File: config.mk
export PLATFORM = sky130hd
export DESIGN_NAME = crank_wheel_emulator
export DESIGN_NICKNAME = d
export VERILOG_FILES = /design/src/rtl/crank_wheel_emulator.sv
export SDC_FILE = /design/constraint.sdc
export NUM_CORES = 1
export LEC_CHECK = 0
export BUFFER_PORTS_ARGS = -buffer_cell sky130_fd_sc_hd__buf_2
export CORE_MARGIN = 4
export CORE_UTILIZATION = 30
export CTS_BUF_LIST = sky130_fd_sc_hd__clkbuf_8 sky130_fd_sc_hd__clkbuf_16
export DETAILED_ROUTE_END_ITERATION = 16
export PLACE_DENSITY_LB_ADDON = 0.1
export SETUP_SLACK_MARGIN = 0.4
export SYNTH_ARGS = -nofsm -noshare
export SYNTH_HDL_FRONTEND = slang
export SYNTH_SLANG_ARGS = --single-unit
File: constraint.sdc
create_clock -name clk -period 7 [get_ports clk]
set_input_delay 1.05 -clock clk [delete_from_list [all_inputs] [get_ports clk]]
set_output_delay 1.05 -clock clk [all_outputs]
set_load 0.02 [all_outputs]
File: src/rtl/crank_wheel_emulator.sv
// crank_wheel_emulator: synthesises an N-M toothed crank wheel waveform for the VR capture path.
//
// Ports:
//   clk, rst        system clock, synchronous active-high reset
//   ena             run enable (level); a rising level triggers a config check and start
//   sel             tooth active level: 0 = tooth high, 1 = tooth low
//   period          clocks per tooth slot (P), re-sampled at every slot boundary
//   teeth_total     slots per revolution incl. missing (N), re-sampled at wrap
//   teeth_missing   missing slots at end of revolution (M), re-sampled at wrap
//   vr_sig          emulated sensor signal (tooth_act ^ sel)
//   tooth_num       current slot index 0..N-1
//   rev_pulse       one-cycle strobe on the first cycle of slot 0
//   busy            high while running
//   cfg_err         sticky config error; cleared by rst or an accepted start
//
// Optional feature, macro CRANK_EMU_CAM_EN:
//   cam_tooth       slot index carrying the cam pulse, sampled with N and M
//   cam_sig         high for the whole cam_tooth slot on every other revolution

module crank_wheel_emulator #(
    parameter int unsigned PERIOD_WIDTH = 24,
    parameter int unsigned TOOTH_WIDTH  = 8
) (
    input  logic                    clk,
    input  logic                    rst,
    input  logic                    ena,
    input  logic                    sel,
    input  logic [PERIOD_WIDTH-1:0] period,
    input  logic [TOOTH_WIDTH-1:0]  teeth_total,
    input  logic [TOOTH_WIDTH-1:0]  teeth_missing,
`ifdef CRANK_EMU_CAM_EN
    input  logic [TOOTH_WIDTH-1:0]  cam_tooth,
    output logic                    cam_sig,
`endif
    output logic                    vr_sig,
    output logic [TOOTH_WIDTH-1:0]  tooth_num,
    output logic                    rev_pulse,
    output logic                    busy,
    output logic                    cfg_err
);

    localparam logic [1:0] StIdle     = 2'd0;
    localparam logic [1:0] StActive   = 2'd1;
    localparam logic [1:0] StInactive = 2'd2;
    localparam logic [1:0] StGap      = 2'd3;

    logic [1:0]              state_q, state_d;
    logic [PERIOD_WIDTH-1:0] slot_cnt_q, slot_cnt_d;
    logic [PERIOD_WIDTH-1:0] p_sh_q, p_sh_d;
    logic [TOOTH_WIDTH-1:0]  n_sh_q, n_sh_d;
    logic [TOOTH_WIDTH-1:0]  m_sh_q, m_sh_d;
    logic [TOOTH_WIDTH-1:0]  tooth_num_q, tooth_num_d;
    logic                    tooth_act_q, tooth_act_d;
    logic                    rev_pulse_q, rev_pulse_d;
    logic                    busy_q, busy_d;
    logic                    cfg_err_q, cfg_err_d;

    logic                    p_ok, nm_ok;
    logic                    slot_end, last_slot;
    logic [PERIOD_WIDTH-1:0] half;
    logic [TOOTH_WIDTH-1:0]  real_teeth, next_tooth;

    assign p_ok       = period >= PERIOD_WIDTH'(2);
    // N >= 3 guarantees N-2 does not underflow when it matters
    assign nm_ok      = (teeth_total >= TOOTH_WIDTH'(3)) &&
                        (teeth_missing <= teeth_total - TOOTH_WIDTH'(2));
    assign half       = p_sh_q >> 1;
    assign slot_end   = slot_cnt_q == p_sh_q;
    assign last_slot  = tooth_num_q == n_sh_q - TOOTH_WIDTH'(1);
    assign real_teeth = n_sh_q - m_sh_q;
    assign next_tooth = tooth_num_q + TOOTH_WIDTH'(1);

    always_comb begin
        state_d     = state_q;
        slot_cnt_d  = slot_cnt_q;
        p_sh_d      = p_sh_q;
        n_sh_d      = n_sh_q;
        m_sh_d      = m_sh_q;
        tooth_num_d = tooth_num_q;
        rev_pulse_d = 1'b0;
        cfg_err_d   = cfg_err_q;

        if (!ena) begin
            state_d     = StIdle;
            slot_cnt_d  = '0;
            tooth_num_d = '0;
        end else if (state_q == StIdle) begin
            if (p_ok && nm_ok) begin
                p_sh_d      = period;
                n_sh_d      = teeth_total;
                m_sh_d      = teeth_missing;
                cfg_err_d   = 1'b0;
                state_d     = StActive;
                slot_cnt_d  = PERIOD_WIDTH'(1);
                tooth_num_d = '0;
                rev_pulse_d = 1'b1;
            end else begin
                cfg_err_d = 1'b1;
            end
        end else if (slot_end) begin
            slot_cnt_d = PERIOD_WIDTH'(1);
            // a bad value at a boundary is flagged but the old shadow keeps running
            if (p_ok) p_sh_d = period;
            else      cfg_err_d = 1'b1;
            if (last_slot) begin
                tooth_num_d = '0;
                state_d     = StActive;
                rev_pulse_d = 1'b1;
                if (nm_ok) begin
                    n_sh_d = teeth_total;
                    m_sh_d = teeth_missing;
                end else begin
                    cfg_err_d = 1'b1;
                end
            end else begin
                tooth_num_d = next_tooth;
                state_d     = (next_tooth < real_teeth) ? StActive : StGap;
            end
        end else begin
            slot_cnt_d = slot_cnt_q + PERIOD_WIDTH'(1);
            if (state_q == StActive && slot_cnt_q == half) state_d = StInactive;
        end

        tooth_act_d = state_d == StActive;
        busy_d      = state_d != StIdle;
    end

    always_ff @(posedge clk) begin
        if (rst) begin
            state_q     <= StIdle;
            slot_cnt_q  <= '0;
            p_sh_q      <= '0;
            n_sh_q      <= '0;
            m_sh_q      <= '0;
            tooth_num_q <= '0;
            tooth_act_q <= 1'b0;
            rev_pulse_q <= 1'b0;
            busy_q      <= 1'b0;
            cfg_err_q   <= 1'b0;
        end else begin
            state_q     <= state_d;
            slot_cnt_q  <= slot_cnt_d;
            p_sh_q      <= p_sh_d;
            n_sh_q      <= n_sh_d;
            m_sh_q      <= m_sh_d;
            tooth_num_q <= tooth_num_d;
            tooth_act_q <= tooth_act_d;
            rev_pulse_q <= rev_pulse_d;
            busy_q      <= busy_d;
            cfg_err_q   <= cfg_err_d;
        end
    end

    assign vr_sig    = tooth_act_q ^ sel;
    assign tooth_num = tooth_num_q;
    assign rev_pulse = rev_pulse_q;
    assign busy      = busy_q;
    assign cfg_err   = cfg_err_q;

`ifdef CRANK_EMU_CAM_EN
    logic [TOOTH_WIDTH-1:0] cam_sh_q, cam_sh_d;
    logic                   rev_tog_q, rev_tog_d;
    logic                   cam_sig_q, cam_sig_d;

    always_comb begin
        cam_sh_d  = cam_sh_q;
        rev_tog_d = rev_tog_q;
        if (ena && state_q == StIdle && p_ok && nm_ok) begin
            cam_sh_d  = cam_tooth;
            rev_tog_d = 1'b0;
        end else if (ena && state_q != StIdle && slot_end && last_slot) begin
            rev_tog_d = ~rev_tog_q;
            if (nm_ok) cam_sh_d = cam_tooth;
        end
        // one cam pulse per two crank revolutions
        cam_sig_d = busy_d && !rev_tog_d && (tooth_num_d == cam_sh_d);
    end

    always_ff @(posedge clk) begin
        if (rst) begin
            cam_sh_q  <= '0;
            rev_tog_q <= 1'b0;
            cam_sig_q <= 1'b0;
        end else begin
            cam_sh_q  <= cam_sh_d;
            rev_tog_q <= rev_tog_d;
            cam_sig_q <= cam_sig_d;
        end
    end

    assign cam_sig = cam_sig_q;
`endif

endmodule

# Yosys cells after proc, flatten, opt, wreduce, memory -nomap -nowiden
# Cells that the tools add are included.
[classes]
div = 0
bitwise = 2
addsub = 5
mul = 0
magnitude_cmp = 4
shifts = 0
n_mux = 38
n_reduce_logical = 14
eq_ne = 6
[op_table]
columns = ["cell", "n"]
rows = [
  ["24-bit two-way mux", 7],
  ["8-bit two-way mux", 14],
  ["24-bit by 1-bit adder with 24-bit output, second input constant", 1],
  ["24-bit by 23-bit == test with 1-bit output", 1],
  ["24-bit == test", 1],
  ["24-bit by 2-bit >= comparator with 1-bit output, second input constant", 1],
  ["2-bit two-way mux", 7],
  ["1-bit two-way mux", 10],
  ["2-bit nonzero test", 5],
  ["8-bit by 1-bit adder with 8-bit output, second input constant", 1],
  ["8-bit == test", 1],
  ["8-bit by 2-bit >= comparator with 1-bit output, second input constant", 1],
  ["8-bit less-or-equal comparator", 1],
  ["8-bit less-than comparator", 1],
  ["8-bit by 1-bit subtractor with 8-bit output, second input constant", 1],
  ["8-bit by 2-bit subtractor with 8-bit output, second input constant", 1],
  ["8-bit subtractor", 1],
  ["5-bit AND reduction", 1],
  ["2-bit by 1-bit == test with 1-bit output, second input constant", 2],
  ["2-bit AND reduction", 2],
  ["4-bit AND reduction", 1],
  ["1-bit logical AND", 3],
  ["2-bit zero test", 1],
  ["2-bit by 1-bit != test with 1-bit output, second input constant", 1],
  ["other kinds (3)", 3],
]
[totals]
regBits = 78
word_cells = 79
mem_bits_ro = 0
input_bits = 44
mem_count = 0
latch_bits = 0
ram_bits = 0

# Logic depth before layout (Yosys ltp)
# Gate-level depths: netlist (run 1).
[logic_depth]
word_depth = 8
depth_mapped = 17
ltp_nobuf = 17

# Worst setup path before layout (run 1)
# No wires, ideal clock.
[synth_path]
kind = "input to register"
start = "input port teeth_total[3]"
end = "register m_sh_q[4]"
arrival_ns = 3.836
required_time_ns = 6.928
slack_ns = 3.093
path_buffers = 1
cell_stages = 12
cell_sequence = "or3_1 > or3b_2 > xor2_1 > ha_1 > a21oi_1 > o21ai_0 > o21a_1 > nor3_2 > nand2_1 > nor2_4 > buf_12 > mux2i_1"
[synth_via]
elab_chain_cells = 6
[synth_lines]
columns = ["item", "line", "text"]
rows = [
  ["start, declared", "29", "input logic [TOOTH_WIDTH-1:0] teeth_total,"],
  ["8-bit by 2-bit subtractor with 8-bit output", "66", "(teeth_missing <= teeth_total - TOOTH_WIDTH'(2));"],
  ["8-bit less-or-equal comparator", "66", ""],
  ["1-bit logical AND (*)", "65", "assign nm_ok = (teeth_total >= TOOTH_WIDTH'(3)) &&"],
  ["1-bit logical AND", "88", "if (p_ok && nm_ok) begin"],
  ["2-bit by 1-bit != test with 1-bit output (no source line)", "n/a", ""],
  ["5-bit AND reduction (no source line) (*)", "n/a", ""],
  ["end signal, assigned", "145", "m_sh_q <= m_sh_d;"],
  ["end, declared", "51", "logic [TOOTH_WIDTH-1:0] m_sh_q, m_sh_d;"],
]
# Every way passes the cells marked *; elsewhere a longest branch is shown, timed or not.
# A chain may end at the register's enable or synchronous reset.

# Final worst setup path (run 1)
[layout_path]
start = "input port teeth_total[3]"
end = "register p_sh_q[22]"
[layout_via]
elab_chain_cells = 6
[layout_lines]
columns = ["item", "line", "text"]
rows = [
  ["8-bit by 2-bit subtractor with 8-bit output", "66", ""],
  ["8-bit less-or-equal comparator", "66", ""],
  ["1-bit logical AND (*)", "65", ""],
  ["1-bit logical AND (*)", "88", ""],
  ["2-bit by 1-bit != test with 1-bit output (no source line) (*)", "n/a", ""],
  ["4-bit AND reduction (no source line) (*)", "n/a", ""],
  ["end signal, assigned", "143", "p_sh_q <= p_sh_d;"],
  ["end, declared", "49", "logic [PERIOD_WIDTH-1:0] p_sh_q, p_sh_d;"],
]
# Marks and branches as above.

==> flow_summary.ini, run 1 <==
[global_route]
overflow = 0
grt.busiest_layer = met1
grt_pass1_wl_mm = 22.4
use_met1_pct = 21.5
grt_max_degree = 61
use_met2_pct = 20.8
grt.met3_usage_pct = 2.62
first_global_vias = 4159
grt.total_usage_pct = 14.4
antenna_found_initial = 0

[routing]
vias = 4315
ant_nets = 0
drt_first_pass_iters = 4
via_per_inst = 5.02
drt_iter0_drc = 248
wl_mm = 13.8
remaining_drc_errors = 0
wire_per_inst_um = 16.1

[floorplanning]
row_count = 47
dieArea_mm2 = 0.0193
die_h_um = 139
start_util_pct = 30.8
die_w_um = 139
ios = 56
core_mm2 = 0.0167

[sta]
setup_viol = 0
skew_ps = 9.94
rsz0062_at_grt = false
drv_slew = 0
finalWorstSetupSlack_ps = 2640
max_slew_margin_pct = 24.4
tns_ps = 0
worst_pin_slew_ps = 1130
fin_crit_sh_pct = 62.3
finalHoldViolCount = 0
fin_crit_ps = 4360
fmax_ghz = 0.229
whs_ps = 471

[cts]
cts_hold_buf = 0
path_clk_slew_ps = 60
cts_resized = 0
clk_path_buf_depth = 2
cts_inserted_buffers = 9
clock_latency_ps = 350
cts_tree = yes
cts_root_buf = clkbuf_16
numClockSinks = 78
post-cts-setup-buffer-count = 0
cts_max_level = 3

[setup_path]
timing.rr.start = n_sh_q[0]
path_class = primary input to flop
worstSetupStartpointType = primary input
timing.rr.end = tooth_act_q
slowest_delay_ps = 980
required_ps = 7220
arrival_ps = 4580
rrSetupSlack_ps = 3480
cp_cell_sequence = buf_2, or3_1, or3b_2, xor2_1, ha_1, nand4_1, nand2b_1, a21oi_1, nor3_2, a32oi_4, mux2i_1, nor2_1
r2r_cells = 17
cpMaxStageDelayCell = a32oi_4
cp_max_fo = 24
crit_path_end_kind = flop

[worst_hold_path]
worstHoldStart = m_sh_q[1]
min_path_type = flop to flop
holdPathEnd = m_sh_q[1]
holdPathStages = 2

[pwr]
ir_drop_v = 0.000123
leakage_nw = 2.42
power.density_mw_per_mm2 = 210

[placed_design]
dpl.hpwl_mm = 10.7
place.gp.congestion = 0.834
io_buffers = 55
pre_cts_slack_ps = 2260

[final_layout]
n_fill_cell = 1816
multi_input_area_mm2 = 0.00331
diodes = 0
seqCellArea_mm2 = 0.00156
drive_gt1_share_pct = 13.5
fin_nets = 705
post-route-util_pct = 34.8
syn2layout_area_growth_pct = 12.8

[synthesis]
ys_types = 60
synth_edf_count = 0
synth.most_common_cell = dfxtp_1
synth_flop_cell = dfxtp_1
synthTopCellsByArea = dfxtp_1 30%, mux2i_1 7.2%, xor2_1 7.0%, ha_1 6.3%, xnor2_1 6.3%
yosysTopAreaCell = dfxtp_1
ys_warn_count = 0
synthTopCellsByCount = 78 x dfxtp_1, 56 x nor2_1, 41 x xor2_1
synthCells = 600
syn_nets = 671
ys_seq_elements = 78
syn_avg_cell_area_um2 = 8.58
ys_seq_area_share_pct = 30.3
synth_top_area_share_pct = 30.3
async_reset_ff_share_pct = 0
synth_area_mm2 = 0.00515

[flow_run]
maxCapViolCount = 0

[run_status]
status = finished clean
[power by group]
| part | switching [mW] | internal, mW | total (mW) |
|---|---|---|---|
| Clock | 0.208 | 0.247 | 0.455 |
| Sequential | 0.0284 | 0.465 | 0.494 |
| Combinational | 0.155 | 0.118 | 0.273 |
[worst max-delay path by stage]
stage                     cells past startpoint  slack (ps)         end            from
after floorplan                              12        3090   m_sh_q[4]  teeth_total[3]
after global placement                       12        2400  p_sh_q[15]  teeth_total[3]
after detailed placement                     12        2260  p_sh_q[14]  teeth_total[3]
after CTS                                    12        2610  p_sh_q[14]  teeth_total[3]
after global routing                         12        2410  p_sh_q[22]  teeth_total[3]
final                                        12        2640  p_sh_q[22]  teeth_total[3]
[final cells by class]
type                    instances  area share [%]
clock buffers                   9            3.88
multi-input cells             465            56.9
clock inverters                 7            1.06
inverters                      23            1.49
repair buffers                 57            5.00
well taps                     220            4.74
flip-flops and latches         78            26.9
[layout by cell type, fill, tap and decap left out, drive strengths merged, types with 4 or more instances in the layout]
cell type  count
nand4         18
ha            26
nand2b        37
o21ai         24
clkbuf         9
a211oi         7
mux2i         37
o21a           5
nand2         36
a21boi         4
nor4          16
a311oi        11
o41ai          4
dfxtp         78
and3           7
a21oi         26
nor3           9
nand3         12
nor2          57
a41oi          5
nor2b          9
xnor2         37
buf           57
xor2          41
inv           27
[layer usage]
| metal | up-vias | share of wire (%) |
|---|---|---|
| met2 | 72 | 42 |
| met3 | 12 | 3.7 |
| met5 | - | 0 |
| met1 | 2045 | 53 |
| li1 | 2186 | - |
| met4 | 0 | 1.2 |
[critical path, delay by kind of cell]
family                   cells  cell delay (ps)
XOR/XNOR                     1              160
adder cells (fa/ha/maj)      1              310
AND/OR/NAND/NOR              6             1400
multiplexers                 1              270
buffers and inverters        1              130
AO/OA/AOI/OAI                2             1250
[stage by stage]
stage | cell area [µm²] | total power [mW] | cells
floorplan | 5150 | 0.702 | 600
global placement | 5520 | 0.773 | 843
detailed placement | 5520 | 0.780 | 843
finish | 5810 | 1.22 | 859
global route | 5810 | 1.30 | 859
CTS | 5810 | 1.24 | 859
[kinds of logic after synthesis]
| family | after synthesis | synth area share, % |
|---|---|---|
| compound gates | 101 | 13.7 |
| xor+xnor | 78 | 13.3 |
| fa+ha+maj | 27 | 6.71 |
| buf+inv | 57 | 5.54 |
| flops | 78 | 30.3 |
| mux | 37 | 7.20 |
| simple gates | 222 | 23.3 |
[sequential cells by signal, summed over array words and instances, names as in the netlist]
name,cells
tooth_act_q,1
busy,1
slot_cnt_q,24
m_sh_q,8
tooth_num,8
state_q,2
p_sh_q,24
rev_pulse,1
cfg_err,1
n_sh_q,8
(Power assumes the default switching activity.)
==> run 2, diff against run 1 <==
- ABC_AREA: default -> 1
- clock period: 7 -> 4.6 ns (I/O delays scaled with it)
==> flow_summary.ini, run 2 <==
[run_status]
status = finished clean

[sta]
fin_crit_sh_pct = 71.3
worst_pin_slew_ps = 965
fin_crit_ps = 3280
drv_slew = 0
fmax_ghz = 0.305
finalWorstSetupSlack_ps = 1320
finalHoldViolCount = 0
setup_viol = 0
rsz0062_at_grt = false
tns_ps = 0
max_slew_margin_pct = 35.7
skew_ps = 6.53

[routing]
vias = 5552
wire_per_inst_um = 13.3
ant_nets = 0
remaining_drc_errors = 0
drt_first_pass_iters = 5
via_per_inst = 4.54
drt_iter0_drc = 303
wl_mm = 16.3

[synthesis]
synth_edf_count = 0
synth.most_common_cell = nand2_1
ys_seq_area_share_pct = 27.3
synth_flop_cell = dfxtp_1
synth_area_mm2 = 0.00572
yosysTopAreaCell = dfxtp_1
syn_nets = 1015
synthTopCellsByArea = dfxtp_1 27%, nand2_1 17%, nor2_1 9.6%, inv_1 8.5%, nand3_1 6.7%
ys_warn_count = 0
syn_avg_cell_area_um2 = 6.06
synthTopCellsByCount = 264 x nand2_1, 147 x nor2_1, 130 x inv_1, 78 x dfxtp_1, 77 x nand3_1
async_reset_ff_share_pct = 0
synth_top_area_share_pct = 27.3
ys_seq_elements = 78
synthCells = 944
ys_types = 36

[setup_path]
timing.rr.end = tooth_act_q
cp_max_fo = 24
path_class = primary input to flop
arrival_ps = 3520
crit_path_end_kind = flop
rrSetupSlack_ps = 2100
required_ps = 4830
critPathLaunch = teeth_total[1]
r2r_cells = 14
crit_end = p_sh_q[8]
worstSetupStartpointType = primary input
timing.rr.start = n_sh_q[0]

[placed_design]
pre_cts_slack_ps = 986
io_buffers = 55
placed_area_mm2 = 0.00616
dpl.hpwl_mm = 12.9
place.gp.congestion = 0.834

[floorplanning]
die_h_um = 146
dieArea_mm2 = 0.0213
row_count = 50
die_w_um = 146
ios = 56
start_util_pct = 30.6
core_mm2 = 0.0187

[cts]
cts_hold_buf = 0
numClockSinks = 78
cts_resized = 0
post-cts-setup-buffer-count = 0
cts_tree = yes
clock_latency_ps = 340
clk_path_buf_depth = 2
cts_root_buf = clkbuf_16
cts_inserted_buffers = 9
cts_max_level = 3
path_clk_slew_ps = 60

[final_layout]
final_common_cell = nand2_1
fin_nets = 1056
drive_gt1_share_pct = 11.1
diodes = 0
syn2layout_area_growth_pct = 12.5
layout_common_cells = 264 x nand2_1, 147 x nor2_1, 130 x inv_1
fin_area_mm2 = 0.00643
reg_top3 = p_sh_q (24), slot_cnt_q (24)

[flow_run]
maxCapViolCount = 0

[pwr]
finalPower_mw = 2.11
leakage_nw = 3.07
ir_drop_v = 0.000184
power.density_mw_per_mm2 = 327

[global_route]
grt_max_degree = 42
antenna_found_initial = 0
first_global_vias = 5129
grt_pass1_wl_mm = 26.7
overflow = 0
grt.total_usage_pct = 15.4

[worst_hold_path]
min_path_type = flop to flop
-- run 2: cell types whose count changed in the layout (fill, tap and decap cells not counted), moves of 14 or more --
cell      previous run  this run
nand3_1             12        77
xnor2_1             37        21
nor4_1              15         1
nor2_1              56       147
inv_2                0        19
nand2b_1            37         0
mux2i_1             37         0
xor2_1              41        23
nand2_1             36       264
inv_1               23       130
a21oi_1             25        39
-- run 2: logic make-up (layout without fill, tap and decap cells) --
| kind of cell | Yosys count | after routing | synth area share (%) |
|---|---|---|---|
| and+or+nand+nor | 534 | 534 | 39.5 |
| adders and majority gates | 27 | 27 | 6.04 |
| DFF | 78 | 78 | 27.3 |
| buffers and inverters | 179 | 225 | 12.7 |
| AOI/OAI and AO/OA | 82 | 82 | 7.72 |
| xor gates and xnor gates | 44 | 44 | 6.74 |
-- run 2: how the worst min path moves through the flow --
stage / startpoint / endpoint / slack (ps) / depth (start not counted)
floorplan: m_sh_q[1] / m_sh_q[1] / 460 / 2
global placement: m_sh_q[3] / m_sh_q[3] / 470 / 2
detailed placement: m_sh_q[2] / m_sh_q[2] / 470 / 2
CTS: m_sh_q[2] / m_sh_q[2] / 490 / 2
global route: m_sh_q[2] / m_sh_q[2] / 510 / 2
finish: cfg_err / cfg_err / 480 / 2
-- run 2: area by class of cell --
| cell class | count | area [µm²] |
|---|---|---|
| Sequential cell | 78 | 1560 |
| Inverter | 149 | 559 |
| Fill cell | 2126 | 12300 |
| Multi-Input combinational cell | 687 | 3430 |
| Tap cell | 234 | 293 |
| Timing Repair Buffer | 60 | 313 |
| Clock inverter | 6 | 37.5 |
| Clock buffer | 10 | 239 |
-- run 2: worst max-delay path, stage by stage --
cell	delay [ps]
buf_2	110
inv_1	130
ha_1	200
nand3_1	120
nor3_1	180
xor2_1	160
inv_1	50
ha_1	290
nand2_1	70
nor2_1	140
nand4_1	90
nand2_1	170
nand3_1	90
nand2_1	230
inv_1	150
nor2_2	110
buf_4	270
nand3_1	120
nand2_1	100
nor2_1	40
-- run 2: power by group --
group	switching [mW]	internal (mW)	leakage [nW]
Clock	0.298	0.377	0.130
Sequential	0.0615	0.727	0.637
Combinational	0.399	0.243	2.30
-- run 2: layer usage --
layer | up-vias | track usage, % | share of wire (%)
met4 | 0 | 4.23 | 0.99
met3 | 10 | 1.83 | 3.5
met2 | 95 | 22.2 | 40
met5 | - | 0 | 0
li1 | 3021 | - | -
met1 | 2426 | 24.0 | 56
-- run 2: through the flow --
step / util [%] / hold slack (ps) / cells
floorplan: - / 455 / 944
global placement: 32.9 / 465 / 1208
detailed placement: 32.9 / 474 / 1208
CTS: 34.4 / 488 / 1224
global route: 34.4 / 513 / 1224
finish: 34.4 / 482 / 1224
==> run 3, diff against run 2 <==
- ABC_AREA: 1 -> 0
- clock period: 4.6 -> 2.7 ns (I/O delays scaled with it)
==> flow_summary.ini, run 3 (synthesis results as in run 1) <==
[setup_path]
cpMaxStageDelayCell = or3_4
worstSetupStartpointType = primary input
cp_max_fo = 6
slowest_delay_ps = 370
required_ps = 2920
crit_top_cell = buf_6
crit_path_end_kind = flop
rrSetupSlack_ps = -180
cp_cell_sequence = buf_6, or3_4, or3b_4, xor2_1, ha_1, buf_6, a21oi_2, o21ai_1, o21a_4, nor3_4, buf_6, a32oi_4, buf_12, clkbuf_16, mux2i_1, nor2_1
arrival_ps = 3210
path_class = primary input to flop

[final_layout]
layout_common_cells = 75 x dfxtp_1, 70 x buf_4, 54 x nor2_1
reg_top3 = p_sh_q (24), slot_cnt_q (24)
fin_nets = 807
multi_input_area_mm2 = 0.00364
final_common_cell = dfxtp_1
syn2layout_area_growth_pct = 39.2
n_fill_cell = 1682
drive_gt1_share_pct = 34.0
diodes = 0
seqCellArea_mm2 = 0.00157

[routing]
vias = 4756
remaining_drc_errors = 0
via_per_inst = 4.95
drt_first_pass_iters = 4
ant_nets = 0
wire_per_inst_um = 16.4
wl_mm = 15.8
drt_iter0_drc = 216

[sta]
finalHoldViolCount = 0
worst_pin_slew_ps = 532
max_slew_margin_pct = 64.2
rsz0062_at_grt = true
finalWorstSetupSlack_ps = -287
skew_ps = 9.98
fin_crit_ps = 2990
setup_viol = 75
drv_slew = 0
fmax_ghz = 0.335
fin_crit_sh_pct = 111

[global_route]
grt_max_degree = 58
antenna_found_initial = 0
overflow = 0
grt_pass1_wl_mm = 24.7
first_global_vias = 4569
grt.total_usage_pct = 16.1

[floorplanning]
start_util_pct = 30.8
core_mm2 = 0.0167
row_count = 47
dieArea_mm2 = 0.0193
die_h_um = 139
ios = 56
die_w_um = 139

[cts]
cts_inserted_buffers = 9
numClockSinks = 78
cts_max_level = 3
clock_latency_ps = 360
path_clk_slew_ps = 60
cts_hold_buf = 0
clk_path_buf_depth = 2
cts_tree = yes
cts_root_buf = clkbuf_16

[pwr]
ir_drop_v = 0.000303
finalPower_mw = 3.60
leakage_nw = 3.10
internal-power_mw = 2.43
power.density_mw_per_mm2 = 503
power_frac_clock_pct = 33.7
sw_frac_of_total_pct = 32.6
power_frac_seq_pct = 35.3
switchingPower_mw = 1.18
pwr-share-comb_pct = 31.0

[placed_design]
pre_cts_slack_ps = -704
place.gp.congestion = 0.844
dpl.hpwl_mm = 11.9
io_buffers = 55

[run_status]
violations = negative setup slack
status = complete, but fails checks

[worst_hold_path]
min_path_type = primary input to flop

[flow_run]
maxCapViolCount = 0
## run 3: worst paths after layout
kind / start / depth (start not counted) / to
max reg2reg: m_sh_q[1] / 17 / tooth_act_q
min: rst / 2 / state_q[1]
max: teeth_total[3] / 16 / p_sh_q[15]
min reg2reg: m_sh_q[7] / 2 / m_sh_q[7]
## run 3: per-stage QoR
step	cells	hold slack (ps)	util, %	setup TNS [ps]	area (µm²)
after floorplan	600	449	-	-12540	5210
after global placement	911	464	36.8	-36600	6140
after detailed placement	911	480	36.8	-40570	6140
after CTS	942	247	40.8	-5390	6820
after global routing	961	273	42.9	-21000	7170
final	961	270	42.9	-12700	7170
## run 3: what timing repair did
| item | 4_1_cts | 5_1_grt |
|---|---|---|
| setup endpoints to repair | 78 | 78 |
| cloned | 1 | 3 |
| setup buffers | 14 | 16 |
| gates resized for setup | 64 | 36 |
| pin swaps | 41 | 27 |
## run 3: layout make-up
class | instances | area share, %
Clock inverter | 7 | 0.891
Timing Repair Buffer | 159 | 18.3
Clock buffer | 9 | 3.14
Multi-Input combinational cell | 465 | 50.8
Sequential cell | 78 | 21.8
Tap cell | 220 | 3.84
Inverter | 23 | 1.20
## run 3: worst max-delay path, delay by kind of cell
family | cells | cell delay, ps
compound gates | 4 | 450
xor+xnor | 1 | 150
fa+ha+maj | 1 | 330
buf+inv | 5 | 680
mux | 1 | 150
simple gates | 4 | 1030
## run 3: per-layer routing
metal	routed length (µm)	global-route usage, %
met1	8230	24.0
met2	6780	23.1
met3	495	3.24
met4	290	4.94
met5	0	0
## run 3: power by group through the flow
stage	Sequential [mW]	Combinational, mW	Clock [mW]
floorplan	1.28	0.559	0
global placement	1.29	0.856	0
detailed placement	1.30	0.874	0
CTS	1.27	1.01	1.25
global route	1.28	1.22	1.30
finish	1.27	1.12	1.21
